<file path="config.mk">
export PLATFORM = sky130hd
export DESIGN_NAME = bcd_counter_7seg
export DESIGN_NICKNAME = d
export VERILOG_FILES = /design/src/rtl/bcd_counter_7seg.sv
export SDC_FILE = /design/constraint.sdc
export NUM_CORES = 1
export LEC_CHECK = 0
export ABC_AREA = 1
export CORE_MARGIN = 1
export CORE_UTILIZATION = 46
export CTS_CLUSTER_DIAMETER = 60
export DETAILED_ROUTE_END_ITERATION = 10
export HOLD_SLACK_MARGIN = 0.03
export PLACE_DENSITY = 0.71
export SLEW_MARGIN = 20
export SYNTH_ARGS = -nofsm -noshare
export SYNTH_HDL_FRONTEND = slang
export SYNTH_SLANG_ARGS = --single-unit
</file>
<file path="constraint.sdc">
create_clock -name clk -period 1.9 [get_ports clk]
set_input_delay 0.19 -clock clk [delete_from_list [all_inputs] [get_ports clk]]
set_output_delay 0.19 -clock clk [all_outputs]
set_load 0.05 [all_outputs]
</file>
<file path="src/rtl/bcd_counter_7seg.sv">
// ---------------------------------------------------------------------------
// bcd_counter_7seg
//   Multi-digit decimal (BCD) counter with a built-in prescaler, up/down
//   stepping, parallel load, a one-cycle terminal-count pulse and a
//   per-digit active-low 7-segment decode with optional leading-zero
//   blanking. Everything runs on the rising edge of clk.
//
// Parameters
//   DIGITS   : number of BCD digits (>=1), digit 0 least significant
//   PRESCALE : enabled clk cycles per count step (>=1)
//   BLANK_LZ : 1 = blank leading zero digits (digit 0 is never blanked)
//
// Ports
//   clk      in   system clock
//   clr      in   synchronous active-high reset
//   en       in   count enable (gates prescaler and stepping)
//   up       in   1 = increment, 0 = decrement (sampled at step edges)
//   load     in   synchronous parallel load strobe (ignores en)
//   load_val in   BCD load value, digit i at [4i+3:4i]
//   bcd      out  registered BCD count
//   seg      out  active-low segments, digit i at [7i+6:7i], order g..a
//   tc       out  registered one-cycle terminal-count (wrap) pulse
// ---------------------------------------------------------------------------
module bcd_counter_7seg #(
   parameter int DIGITS   = 2,
   parameter int PRESCALE = 5000000,
   parameter int BLANK_LZ = 0
) (
   input  logic                  clk,
   input  logic                  clr,
   input  logic                  en,
   input  logic                  up,
   input  logic                  load,
   input  logic [4*DIGITS-1:0]   load_val,
   output logic [4*DIGITS-1:0]   bcd,
   output logic [7*DIGITS-1:0]   seg,
   output logic                  tc
);

   localparam int PW = (PRESCALE > 1) ? $clog2(PRESCALE) : 1;
   localparam logic [PW-1:0] PSC_MAX = PW'(PRESCALE - 1);

   logic [PW-1:0]       psc_q, psc_d;
   logic [4*DIGITS-1:0] bcd_q, bcd_d;
   logic                tc_q,  tc_d;

   logic [4*DIGITS-1:0] step_val;
   logic                wrap;

   // Digits above 9 are not valid BCD; they load as 0.
   function automatic logic [4*DIGITS-1:0] sanitize(input logic [4*DIGITS-1:0] v);
      logic [4*DIGITS-1:0] r;
      r = v;
      for (int i = 0; i < DIGITS; i++) begin
         if (v[4*i +: 4] > 4'd9) r[4*i +: 4] = 4'd0;
      end
      return r;
   endfunction

   // Active-low 7-segment code, bit order g,f,e,d,c,b,a.
   function automatic logic [6:0] seg7(input logic [3:0] d);
      logic [6:0] s;
      case (d)
         4'd0:    s = 7'b1000000;
         4'd1:    s = 7'b1111001;
         4'd2:    s = 7'b0100100;
         4'd3:    s = 7'b0110000;
         4'd4:    s = 7'b0011001;
         4'd5:    s = 7'b0010010;
         4'd6:    s = 7'b0000010;
         4'd7:    s = 7'b1111000;
         4'd8:    s = 7'b0000000;
         4'd9:    s = 7'b0010000;
         default: s = 7'b1111111;
      endcase
      return s;
   endfunction

   // Value after one step: ripple carry/borrow through all digits in the
   // same cycle. A carry/borrow out of the top digit means the counter wrapped.
   always_comb begin : step_calc
      logic       carry;
      logic [3:0] dig;
      step_val = bcd_q;
      carry    = 1'b1;
      dig      = 4'd0;
      for (int i = 0; i < DIGITS; i++) begin
         dig = bcd_q[4*i +: 4];
         if (carry) begin
            if (up) begin
               if (dig >= 4'd9) begin
                  step_val[4*i +: 4] = 4'd0;
               end else begin
                  step_val[4*i +: 4] = dig + 4'd1;
                  carry = 1'b0;
               end
            end else begin
               if (dig == 4'd0) begin
                  step_val[4*i +: 4] = 4'd9;
               end else begin
                  step_val[4*i +: 4] = dig - 4'd1;
                  carry = 1'b0;
               end
            end
         end
      end
      wrap = carry;
   end

   // Next-state: load beats stepping; load and an expiring prescale both
   // restart the prescaler so a partial count is discarded.
   always_comb begin
      psc_d = psc_q;
      bcd_d = bcd_q;
      tc_d  = 1'b0;
      if (load) begin
         bcd_d = sanitize(load_val);
         psc_d = '0;
      end else if (en) begin
         if (psc_q == PSC_MAX) begin
            psc_d = '0;
            bcd_d = step_val;
            tc_d  = wrap;
         end else begin
            psc_d = psc_q + PW'(1);
         end
      end
   end

   // Registered state
   always_ff @(posedge clk) begin
      if (clr) begin
         psc_q <= '0;
         bcd_q <= '0;
         tc_q  <= 1'b0;
      end else begin
         psc_q <= psc_d;
         bcd_q <= bcd_d;
         tc_q  <= tc_d;
      end
   end

   // Display decode straight off the registered count (no added latency).
   // Scanning from the top digit down, a digit stays blank while it and every
   // digit above it are zero.
   always_comb begin : seg_decode
      logic lead;
      lead = 1'b1;
      seg  = '0;
      for (int i = 0; i < DIGITS; i++) begin
         seg[7*i +: 7] = seg7(bcd_q[4*i +: 4]);
      end
      if (BLANK_LZ != 0) begin
         for (int i = DIGITS - 1; i >= 1; i--) begin
            lead = lead && (bcd_q[4*i +: 4] == 4'd0);
            if (lead) seg[7*i +: 7] = 7'b1111111;
         end
      end
   end

   assign bcd = bcd_q;
   assign tc  = tc_q;

endmodule

</file>
Yosys cells after proc, flatten, opt, wreduce, memory -nomap -nowiden
Memories as Yosys holds them, arrays and structs flattened. A register that Yosys moved wholly into a read port is not among the register bits. Index checks and enable logic that the tools add are counted. W data, S select, Z words.

Bits in registers: 32. Memory bits (read-only): 224. Bits of input ports: 13. Output and inout bits: 23. Logic and storage cells: 51. Memories: 2.

Memory list: (name not given) (depth 16, width 7, read ports 1, clocked after Yosys merged registers in 1, wr ports 0, line 63) `case (d)`; (name not given) (depth 16, width 7, read ports 1, clocked after Yosys merged registers in 1, wr ports 0, line 63).

Add/subtract/negate cells: 5. Magnitude comparators: 4. Equality and inequality tests: 1. Muxes and demuxes: 23. Bitwise gates (word level): 3. Reduce and logical (&&, ||, !) cells: 9.

Operators by type and width (count): $mux W4 (13); $mux W8 (3); $add A23 B1 Y23 const B (1); $eq A23 B23 Y1 const B (1); $mux W23 (1); $add A4 B1 Y4 const B (2); $ge A4 B4 Y1 const B (2); $gt A4 B4 Y1 const B (2); $logic_not A4 Y1 (2); $sub A4 B1 Y4 const B (2); $mux W1 (6); $reduce_bool A2 Y1 (3); $reduce_or A5 Y1 (1); $not A1 Y1 (3); $reduce_and A3 Y1 (1); $reduce_and A2 Y1 (1); $reduce_or A2 Y1 (1).

Depth between registers and ports, before layout
Gate-level depths: netlist of the first run.

Word-level depth: 9. Mapped depth: 17. Gate-level depth less buffers: 17.

Least setup slack after synthesis of the first run
No wires, ideal clock.

Path type: register -> register. Start point: register bcd_q[1], in the netlist bcd[1]. End point: register seg[10] (netlist name). Library setup time: 0.114 ns. Arrival time: 2.445 ns. Data required time: 1.786 ns. Path slack: -0.659 ns. Stages on the path, launching flop included: 17. Buffers on the path: 0. Clock period less this slack: 2.559 ns. Cell sequence: dfxtp_1 inv_1 ha_1 nand3b_2 nand2_2 nand2_1 nand3_2 nand2_2 nand2_1 nand2_1 nand2_2 inv_1 ha_1 inv_1 nand4_1 nand3_1 nand2_1.

Word-level cells in the longest chain between the ends: 7. Elaborated cells between the ends (all ways): 9. Those cells by class: 1 x order compare; 5 x mux; 3 x reduce/logical.

Ends and longest elaborated chain: start: declaration (line 44) `logic [4*DIGITS-1:0] bcd_q, bcd_d;`; start signal: assignment (line 134) `bcd_q <= '0;`; start signal: assignment (line 138) `bcd_q <= bcd_d;`; $ge A4 B4 Y1 / $logic_not A4 Y1 (equally long branches) (line 91, 98); $mux W1 (on tied branches) (line 91, 98); $mux W1 (*) (line 90) `if (up) begin`; $reduce_bool A2 Y1 (no line) (*); $reduce_and A3 Y1 (no line) (*); $mux W4 (no line) (*) (2 in series).

Every way passes the cells marked *; elsewhere a longest branch is shown, timed or not. A chain may end at the register's enable or synchronous reset.

Final worst setup path of the first run
Start point: register bcd_q[0], in the netlist bcd[0]. End point: register seg[3] (netlist name).

Word-level cells in the longest chain between the ends: 8. Elaborated cells between the ends (all ways): 12. Those cells by class: 2 x add/sub; 1 x order compare; 8 x mux; 1 x reduce/logical.

Ends and longest elaborated chain: $sub A4 B1 Y4, or another cell as far along (line 101) `step_val[4*i +: 4] = dig - 4'd1;`; $mux W4 (on tied branches) (line 98, 91); $mux W4 (line 90); $mux W8 (line 120) `if (psc_q == PSC_MAX) begin`; $mux W8 (line 119) `end else if (en) begin`; $mux W8 (line 116) `if (load) begin`; $mux W4 (no line) (*) (2 in series).

Every way passes the cells marked *; elsewhere a longest branch is shown, timed or not. The select of a mux whose other input is x is not followed.

==> summary.md, run 1 <==
| Metric | Value |
|---|---|
| Drt drc | 0 |
| Initial core utilization | 0.481 |
| Ant. Diodes | 0 |
| Vias post-DR | approximately 3,200 |
| Hold buffer count at cts | 0 |
| Grt ovf | 0 |
| HP Class | reg -> reg |
| Vias in the first global route | slightly above 3,000 |
| Tot GR Track Use | 0.252 |
| Antenna violations before repair | 0 |
| Setup_tns | -776 ps |
| WP data required | between 2000 and 2500 ps |
| RR Startpoint | bcd[0] |
| Count leader, synth | nand2_1 |
| # IOs | 36 |
| Height of the die | about 81 um |
| Share of the synthesized area in the top cell type | 0.320 |
| Die X | around 81 um |
| Worst slew pin tran | 504 ps |
| Synth-to-layout area growth | 53.0% |
| Max Cap Viol | 0 |
| Max clock buf depth | 2 |
| Reg2Reg Depth | 16 |
| Nets | ~580 |
| Clock Sink Count | 46 |
| Crit Path Category | reg -> reg |
| Largest cells by area after synthesis | dfxtp_1 32%, nand2_1 13%, nand3_1 8.9% |
| Critical path origin | bcd[0] |
| Worst vdd ir | 0.000571 V |
| Fin util | 0.736 |
| First-pass GRT wire length | between 10 and 15 mm |
| Initial DRC Count | 144 |
| Register-to-register setup slack | -130 ps |
| Worst Hold Path EP | psc_q[4] |
| H-tree lvl count | 2 |
| Area leader, netlist | dfxtp_1 |
| Layout cell share with drive strength beyond 1 | 0.358 |
| CTS tree | done |
| Gpl congestion | about 0.87 |
| Final hold viol count | 0 |
| # rows | 28 |
| CTS clk-pin slew, worst paths | approximately 80 ps |
| Final critical-path required period | around 2000 ps |
| Leak pwr | roughly 2.1 nW |
| Syn Inst Count | 423 |
| Post-synth EDFFs | 0 |
| DPL Wire Length | around 5.6 mm |
| Critical Path Fanout Max | 4 |
| Synth Area per Inst | just under 7 sq um |
| Post-Syn Nets | around 450 |
| Min-delay src | psc_q[4] |
| FF+latch count, synth | 46 |
| Slew headroom | 0.663 |
| Async set-or-reset flop fraction in the synthesized netlist | 0 |
| Design Power | 2.67 mW |
| Most frequent cells after synthesis | 98 x nand2_1, 58 x inv_1, 51 x nand3_1 |
| PD cells | 607 mW/mm^2 |
| Synthesis Warnings | 0 |
| Largest net degree at the start of global routing | 14 |
| Worst Hold Depth | 2 |
| Worst Path Arrival | 2230 ps |
| Primary FF master, synth | dfxtp_1 |
| Final wirelength | about 8.3 mm |
| Min setup slack post-route | -132 ps |
| Die Area | approximately 0.0066 sq mm |
| Final Max Tran Viols | 0 |
| Status | complete, but fails checks |
| Core Area | ~0.0060 sq mm |
| # port buffers | 35 |
| Root buf cell | clkbuf_8 |
| Post-synth cell types | 32 |
| Failing checks | setup timing |
| Synthesized area | approximately 0.0029 sq mm |
| Avg WL per Cell | roughly 13 um |
| Clock skew | just over 9 ps |
| Startpoint type of the worst setup path | flip-flop |
| Vias/cell | just over 5 |
| Initial DRT Pass Iterations | 4 |
| Final Setup Violations | 12 |
| Fillers | roughly 420 |
| Crit share post-route | 1.07 |
| TritonCTS buffer count | 5 |
| Max Fclk | around 500 MHz |
| R2r endpoint | seg[3] |
| RSZ-0062 raised after global routing | yes |
| Clock latency at the later pin of the worst-skew pair | 300 ps |
| Dpl cell area | 0.00389 sq mm |
| Seq/Total Area, Yosys | 0.320 |
| Fin area | 0.00441 sq mm |
| Crit. End Element | flip-flop |
| Antenna viol nets, final | 0 |
[placed cells by master, fill, tap and decap left out, drive strengths merged, types with 3 or more instances in the layout]
master,netlist,routed
nor2,41,41
inv,68,68
nand4,16,16
clkbuf,1,7
a21oi,12,12
xor2,3,3
buf,6,88
nand3,62,62
o21ai,12,12
nor3,12,12
ha,17,17
dfxtp,46,46
nand2,113,113
clkdlybuf4s50,0,35
[flip-flops by register name, indices dropped and copies added, names as in the netlist]
signal  cells
bcd         8
psc_q      23
seg        14
tc          1
[how the worst max path moves through the flow]
stage | cells past startpoint | slack [ps] | end
finish | 16 | -130 | seg[3]
global placement | 16 | -320 | seg[10]
CTS | 17 | -70 | seg[10]
detailed placement | 16 | -420 | seg[10]
floorplan | 16 | -110 | seg[10]
global route | 17 | -220 | seg[10]
[layer usage]
metal	GRT usage	vias up	part of all wire
met1	0.281	1468	0.43
met3	0.0371	15	0.027
met2	0.480	69	0.52
met4	0.0839	0	0.019
li1	-	1603	-
met5	0	-	0
[what timing repair did]
item                                    CTS  global route
resized for setup                        34            38
pin swaps                                25            18
setup buffers                            12             6
endpoints found under the setup margin   14            15
[stage by stage]
stage               hold WS [ps]  instances  setup WS (ps)
finish                       528        622           -132
global route                 593        622           -225
CTS                          537        616          -68.9
detailed placement           514        596           -424
global placement             504        596           -316
floorplan                    443        423           -105
[critical path, cell delays in order (launching register included)]
cell and delay [ps]:
dfxtp_4 390, inv_4 40, ha_4 170, nand3_1 80, nand2_1 80, nand2_1 80
o21ai_1 60, nor2_1 190, nand2_2 80, nand3_2 90, nand2_4 70, inv_4 80
ha_4 200, inv_2 40, nand4_1 110, nand3_1 130, nand2_1 50
[logic make-up (layout without fill, tap and decap cells)]
family / count (synthesis) / in the layout / share of synthesized area
adders and majority gates: 17 / 17 / 0.0738
xor gates and xnor gates: 5 / 5 / 0.0152
DFF: 46 / 46 / 0.320
buffers and inverters: 75 / 199 / 0.104
and+or+nand+nor: 250 / 250 / 0.428
AOI/OAI and AO/OA: 30 / 30 / 0.0591
[layout make-up]
| type | count | area, sq um | area share |
|---|---|---|---|
| tap | 75 | 93.8 | 0.0213 |
| clock buffer | 7 | 76.3 | 0.0173 |
| inverter | 68 | 278 | 0.0630 |
| sequential | 46 | 943 | 0.214 |
| timing repair buffer | 123 | 1030 | 0.234 |
| clock inverter | 1 | 30.0 | 0.00681 |
| multi-input combinational | 302 | 1950 | 0.443 |
[where the power goes]
| group | total (mW) | leakage (nW) | internal [mW] | switching (mW) |
|---|---|---|---|---|
| sequential | 1.05 | 0.381 | 1.02 | 0.0295 |
| combinational | 0.895 | 1.69 | 0.359 | 0.535 |
| clock | 0.730 | 0.0524 | 0.394 | 0.336 |
Power figures use the tool's default switching activity.
==> inputs of run 2 (changes only) <==
--- a/config.mk
+++ b/config.mk
@@ -6,12 +6,14 @@
 export NUM_CORES = 1
 export LEC_CHECK = 0
 export ABC_AREA = 1
+export CAP_MARGIN = 20
 export CORE_MARGIN = 1
 export CORE_UTILIZATION = 46
 export CTS_CLUSTER_DIAMETER = 60
 export DETAILED_ROUTE_END_ITERATION = 10
 export HOLD_SLACK_MARGIN = 0.03
 export PLACE_DENSITY = 0.71
+export REMOVE_ABC_BUFFERS = 1
 export SLEW_MARGIN = 20
 export SYNTH_ARGS = -nofsm -noshare
 export SYNTH_HDL_FRONTEND = slang
==> summary.md, run 2 (same netlist as run 1, synthesis figures left out) <==
| Metric | Value |
|---|---|
| Status | complete, but fails checks |
| Failing checks | setup timing |
| CTS tree | done |
| Min setup slack post-route | -180 ps |
| RSZ-0062 raised after global routing | yes |
| Gpl congestion | 0.886 |
| Crit share post-route | 1.09 |
| Worst slew pin tran | about 520 ps |
| Initial DRC Count | between 150 and 200 |
| Grt ovf | 0 |
| PD cells | around 570 mW/mm^2 |
| TritonCTS buffer count | 5 |
| Vias in the first global route | 2,865 |
| Switching power total | around 900 uW |
| Layout cell share with drive strength beyond 1 | 0.374 |
| Pre-CTS setup slack | -438 ps |
| Register-to-register setup slack | -180 ps |
| Max reg flops | 23 |
| Fillers | 430 |
| Critical path cell sequence | ha_4, nand2_2, inv_2, nand2_2, nor2_4, nand3_4, nand2_4, inv_2, nand2_2, nand2_2, nand2_4, inv_4, ha_4, inv_2, nand4_1, nand3_1, nand2_1 |
| Worst Hold Depth | 2 |
| Vias post-DR | 3,232 |
| Antenna violations before repair | 0 |
| Crit Path Category | reg -> reg |
| Commonest non-fill, non-tap cell in the layout | buf_4 |
| Vias/cell | 5.14 |
| Synth-to-layout area growth | 54.8% |
| Root buf cell | clkbuf_8 |
| Avg WL per Cell | 13.2 um |
| Die Area | roughly 0.0066 sq mm |
| CTS clk-pin slew, worst paths | 80 ps |
| Initial core utilization | 0.481 |
| Crit. End Element | flip-flop |
| Core Area | 0.00599 sq mm |
| Clock Sink Count | 46 |
| # IOs | 36 |
| Fin area | 0.00446 sq mm |
| Worst Hold Path EP | psc_q[15] |
| Initial DRT Pass Iterations | 5 |
| Worst Path Arrival | between 2000 and 2500 ps |
| Nets | about 580 |
| Startpoint type of the worst setup path | flip-flop |
| RR Startpoint | psc_q[1] |
| Clock power frac | 0.220 |
| HP Class | reg -> reg |
| R2r endpoint | seg[5] |
| Sw frac | 0.347 |
| Dpl cell area | about 0.0039 sq mm |
| Drt drc | 0 |
| Reg2Reg Depth | 17 |
| Slew headroom | 0.650 |
| Top cell by count, worst path | nand2_2 |
| Max clock buf depth | 2 |
| Die X | just over 80 um |
| # port buffers | 35 |
| # rows | 28 |
| Height of the die | ~80 um |
| Final Max Tran Viols | 0 |
| WP data required | about 2100 ps |
| Clock skew | approximately 2.6 ps |
| Min-delay src | psc_q[15] |
| DPL Wire Length | roughly 5.4 mm |
| Cell-internal power | 1.66 mW |
| First-pass GRT wire length | ~12 mm |
| Fin util | 0.744 |
| Max Fclk | 481 MHz |
| Final Setup Violations | 11 |
| CP max stage delay | 360 ps |
| Worst vdd ir | slightly below 0.0006 V |
| Critical Path Fanout Max | 4 |
| Leak pwr | around 2.2 nW |
| Ant. Diodes | 0 |
| Antenna viol nets, final | 0 |
| Final wirelength | approximately 8.3 mm |
| H-tree lvl count | 2 |
| Final hold viol count | 0 |
| Largest Register | psc_q |
| Clock latency at the later pin of the worst-skew pair | 290 ps |
| Gate power share | 0.370 |
| Max Cap Viol | 0 |
| Seq pwr share | 0.409 |
| Final critical-path required period | around 2100 ps |
| Most frequent cells in the layout | 86 x buf_4, 85 x nand2_1, 46 x nand3_1 |
| Tot GR Track Use | 0.238 |
| Largest net degree at the start of global routing | 13 |
| Slowest CP cell | dfxtp_2 |
[run 2: layout make-up]
type,instances,area [sq um],share of cell area
multi-input cells,302,1970,0.442
repair buffers,131,1120,0.251
flip-flops and latches,46,931,0.209
inverters,68,268,0.0601
well taps,75,93.8,0.0210
clock buffers,7,76.3,0.0171
[run 2: worst max-delay path: cells and delay by family (launching register included)]
| kind | cells | cell delay, ps |
|---|---|---|
| buf+inv | 4 | 220 |
| simple gates | 11 | 1130 |
| fa+ha+maj | 2 | 290 |
| flops | 1 | 360 |
[run 2: worst max path at each step]
stage               startpoint       to  slack (ps)  depth (start not counted)
finish                psc_q[1]   seg[5]        -180                         17
global route          psc_q[0]   seg[5]        -270                         17
CTS                     bcd[1]   seg[3]         -70                         16
detailed placement          up  seg[10]        -440                         13
global placement            up   seg[3]        -360                         15
floorplan               bcd[1]  seg[10]        -690                         16
[run 2: power by group through the flow]
stage | clock [mW] | sequential [mW] | combinational (mW)
after floorplan | 0 | 1.26 | 0.259
after global placement | 0 | 1.06 | 0.748
after detailed placement | 0 | 1.06 | 0.761
after CTS | 0.580 | 1.04 | 0.838
after global routing | 0.611 | 1.05 | 1.01
final | 0.562 | 1.04 | 0.943
[run 2: routing by layer]
layer	vias up	track usage	part of all wire
met5	-	0	0
met4	0	0.0696	0.026
met3	20	0.0393	0.050
met2	112	0.439	0.51
met1	1477	0.279	0.41
li1	1623	-	-
[run 2: per-stage QoR]
| stage | power [mW] | setup TNS, ps | cells | hold WS (ps) |
|---|---|---|---|---|
| 5_1_grt | 2.66 | -2320 | 629 | 546 |
| 2_1_floorplan | 1.51 | -7120 | 416 | 373 |
| 3_3_place_gp | 1.81 | -4130 | 603 | 499 |
| 3_5_place_dp | 1.82 | -5200 | 603 | 499 |
| 6_report | 2.55 | -1090 | 629 | 513 |
| 4_1_cts | 2.46 | -397 | 623 | 515 |
[run 2: repair_timing]
item	CTS	global route
pin swaps	30	29
hold buffers	0	0
buffers inserted	13	7
gates cloned	0	1
gates resized for setup	50	52
endpoints found under the setup margin	14	34
==> inputs of run 3 (changes only) <==
--- a/config.mk
+++ b/config.mk
@@ -7,7 +7,7 @@
 export LEC_CHECK = 0
 export ABC_AREA = 1
 export CAP_MARGIN = 20
-export CORE_MARGIN = 1
+export CORE_MARGIN = 5
 export CORE_UTILIZATION = 46
 export CTS_CLUSTER_DIAMETER = 60
 export DETAILED_ROUTE_END_ITERATION = 10
==> summary.md, run 3 (same netlist as run 1, synthesis figures left out) <==
| Metric | Value |
|---|---|
| Slew headroom | 0.659 |
| Initial DRT Pass Iterations | 4 |
| Largest net degree at the start of global routing | 14 |
| # rows | 28 |
| Leak pwr | about 2.2 nW |
| Crit. End Element | flip-flop |
| # port buffers | 35 |
| Synth-to-layout area growth | 55.3% |
| Failing checks | setup timing |
| HP Class | reg -> reg |
| Antenna viol nets, final | 0 |
| Final Setup Violations | 11 |
| Grt ovf | 0 |
| Initial core utilization | 0.481 |
| Tot GR Track Use | 0.209 |
| Crit Path Category | reg -> reg |
| Final hold viol count | 0 |
| Avg WL per Cell | roughly 13 um |
| Crit share post-route | 1.10 |
| Antenna violations before repair | 0 |
| Initial DRC Count | 129 |
| Root buf cell | clkbuf_8 |
| Fillers | ~450 |
| Slowest CP cell | dfxtp_2 |
| CTS tree | done |
| Vias/cell | about 5.1 |
| Max Fclk | 480 MHz |
| Clock Sink Count | 46 |
| Min setup slack post-route | -183 ps |
| # IOs | 36 |
| H-tree lvl count | 2 |
| Clock latency at the later pin of the worst-skew pair | approximately 300 ps |
| Worst Path Arrival | approximately 2300 ps |
| Final wirelength | between 8 and 9 mm |
| Gpl congestion | roughly 0.88 |
| CP max stage delay | about 370 ps |
| Startpoint type of the worst setup path | flip-flop |
| Max clock buf depth | 2 |
| Die X | between 80 and 90 um |
| Design Power | ~2.7 mW |
| Clock skew | 6.79 ps |
| Most frequent cells in the layout | 90 x buf_4, 86 x nand2_1, 43 x nand3_1 |
| Commonest non-fill, non-tap cell in the layout | buf_4 |
| Die Area | around 0.0079 sq mm |
| DPL Wire Length | 5.80 mm |
| Drt drc | 0 |
| Worst slew pin tran | 510 ps |
| Max Cap Viol | 0 |
| TritonCTS buffer count | 5 |
| Vias in the first global route | between 3,000 and 4,000 |
| Vias post-DR | between 3,000 and 4,000 |
| Max reg flops | 23 |
| Nets | 584 |
| Core Area | between 0.005 and 0.006 sq mm |
| Status | complete, but fails checks |
| Largest Register | psc_q |
| Layout cell share with drive strength beyond 1 | 0.380 |
| Pre-CTS setup slack | -403 ps |
| PD cells | approximately 600 mW/mm^2 |
| Hold buffer count at cts | 0 |
| Ant. Diodes | 0 |
| WP data required | 2100 ps |
| Worst vdd ir | roughly 0.00055 V |
| RSZ-0062 raised after global routing | yes |
| Final critical-path required period | roughly 2100 ps |
| Critical path cell sequence | inv_2, ha_4, inv_1, o21ai_0, nor2_2, nand2_2, nand3_2, nand2_4, inv_4, ha_4, inv_2, nand4_1, nand3_1, nand2_1 |
| Height of the die | slightly below 90 um |
| Placed Cells | 607 |
| CTS clk-pin slew, worst paths | about 80 ps |
| Final Max Tran Viols | 0 |
| Critical Path Fanout Max | 3 |
| Layout Cells excl Fill | 630 |
| First-pass GRT wire length | around 13 mm |
==> run 3: critical path: cells and delay by family, from the launching register on <==
kind,cells,cell delay [ps]
compound gates,1,270
fa+ha+maj,2,480
buf+inv,4,200
flops,1,370
simple gates,7,680
==> run 3: layer usage <==
metal	vias up	part of all wire	GRT usage
met5	-	0	0
met4	0	0.016	0.0785
met3	15	0.033	0.0332
met2	77	0.52	0.378
met1	1492	0.43	0.247
li1	1627	-	-
==> run 3: worst paths after layout <==
path / from / end / slack (ps) / cells past startpoint
worst max-delay path: bcd[0] / seg[3] / -180 / 14
worst min-delay path: psc_q[15] / psc_q[15] / 530 / 2
worst max register to register: bcd[0] / seg[3] / -180 / 14
worst min register to register: psc_q[15] / psc_q[15] / 530 / 2
==> run 3: layout make-up <==
cell class,instances,area (sq um),share of cell area
inverters,68,273,0.0610
clock buffers,8,110,0.0246
flip-flops and latches,46,928,0.207
repair buffers,131,1100,0.245
well taps,75,93.8,0.0210
multi-input cells,302,1970,0.441
==> run 3: power breakdown <==
group          internal (mW)  total [mW]  switching, mW
clock network          0.367       0.694          0.326
logic                  0.388       0.940          0.552
registers               1.02        1.04         0.0233
total                   1.78        2.68          0.902
==> run 3: timing repair <==
action | CTS | global route
pin swaps | 26 | 37
endpoints found under the setup margin | 14 | 18
gates resized for setup | 44 | 56
buffers inserted | 10 | 6
==> run 3: metrics by stage <==
stage	setup TNS (ps)	util	hold WS, ps	area (sq um)
CTS	-508	0.703	529	4210
detailed placement	-5110	0.650	502	3890
floorplan	-7120	-	373	2840
global placement	-4060	0.650	498	3890
finish	-938	0.747	530	4470
global route	-2680	0.747	582	4470
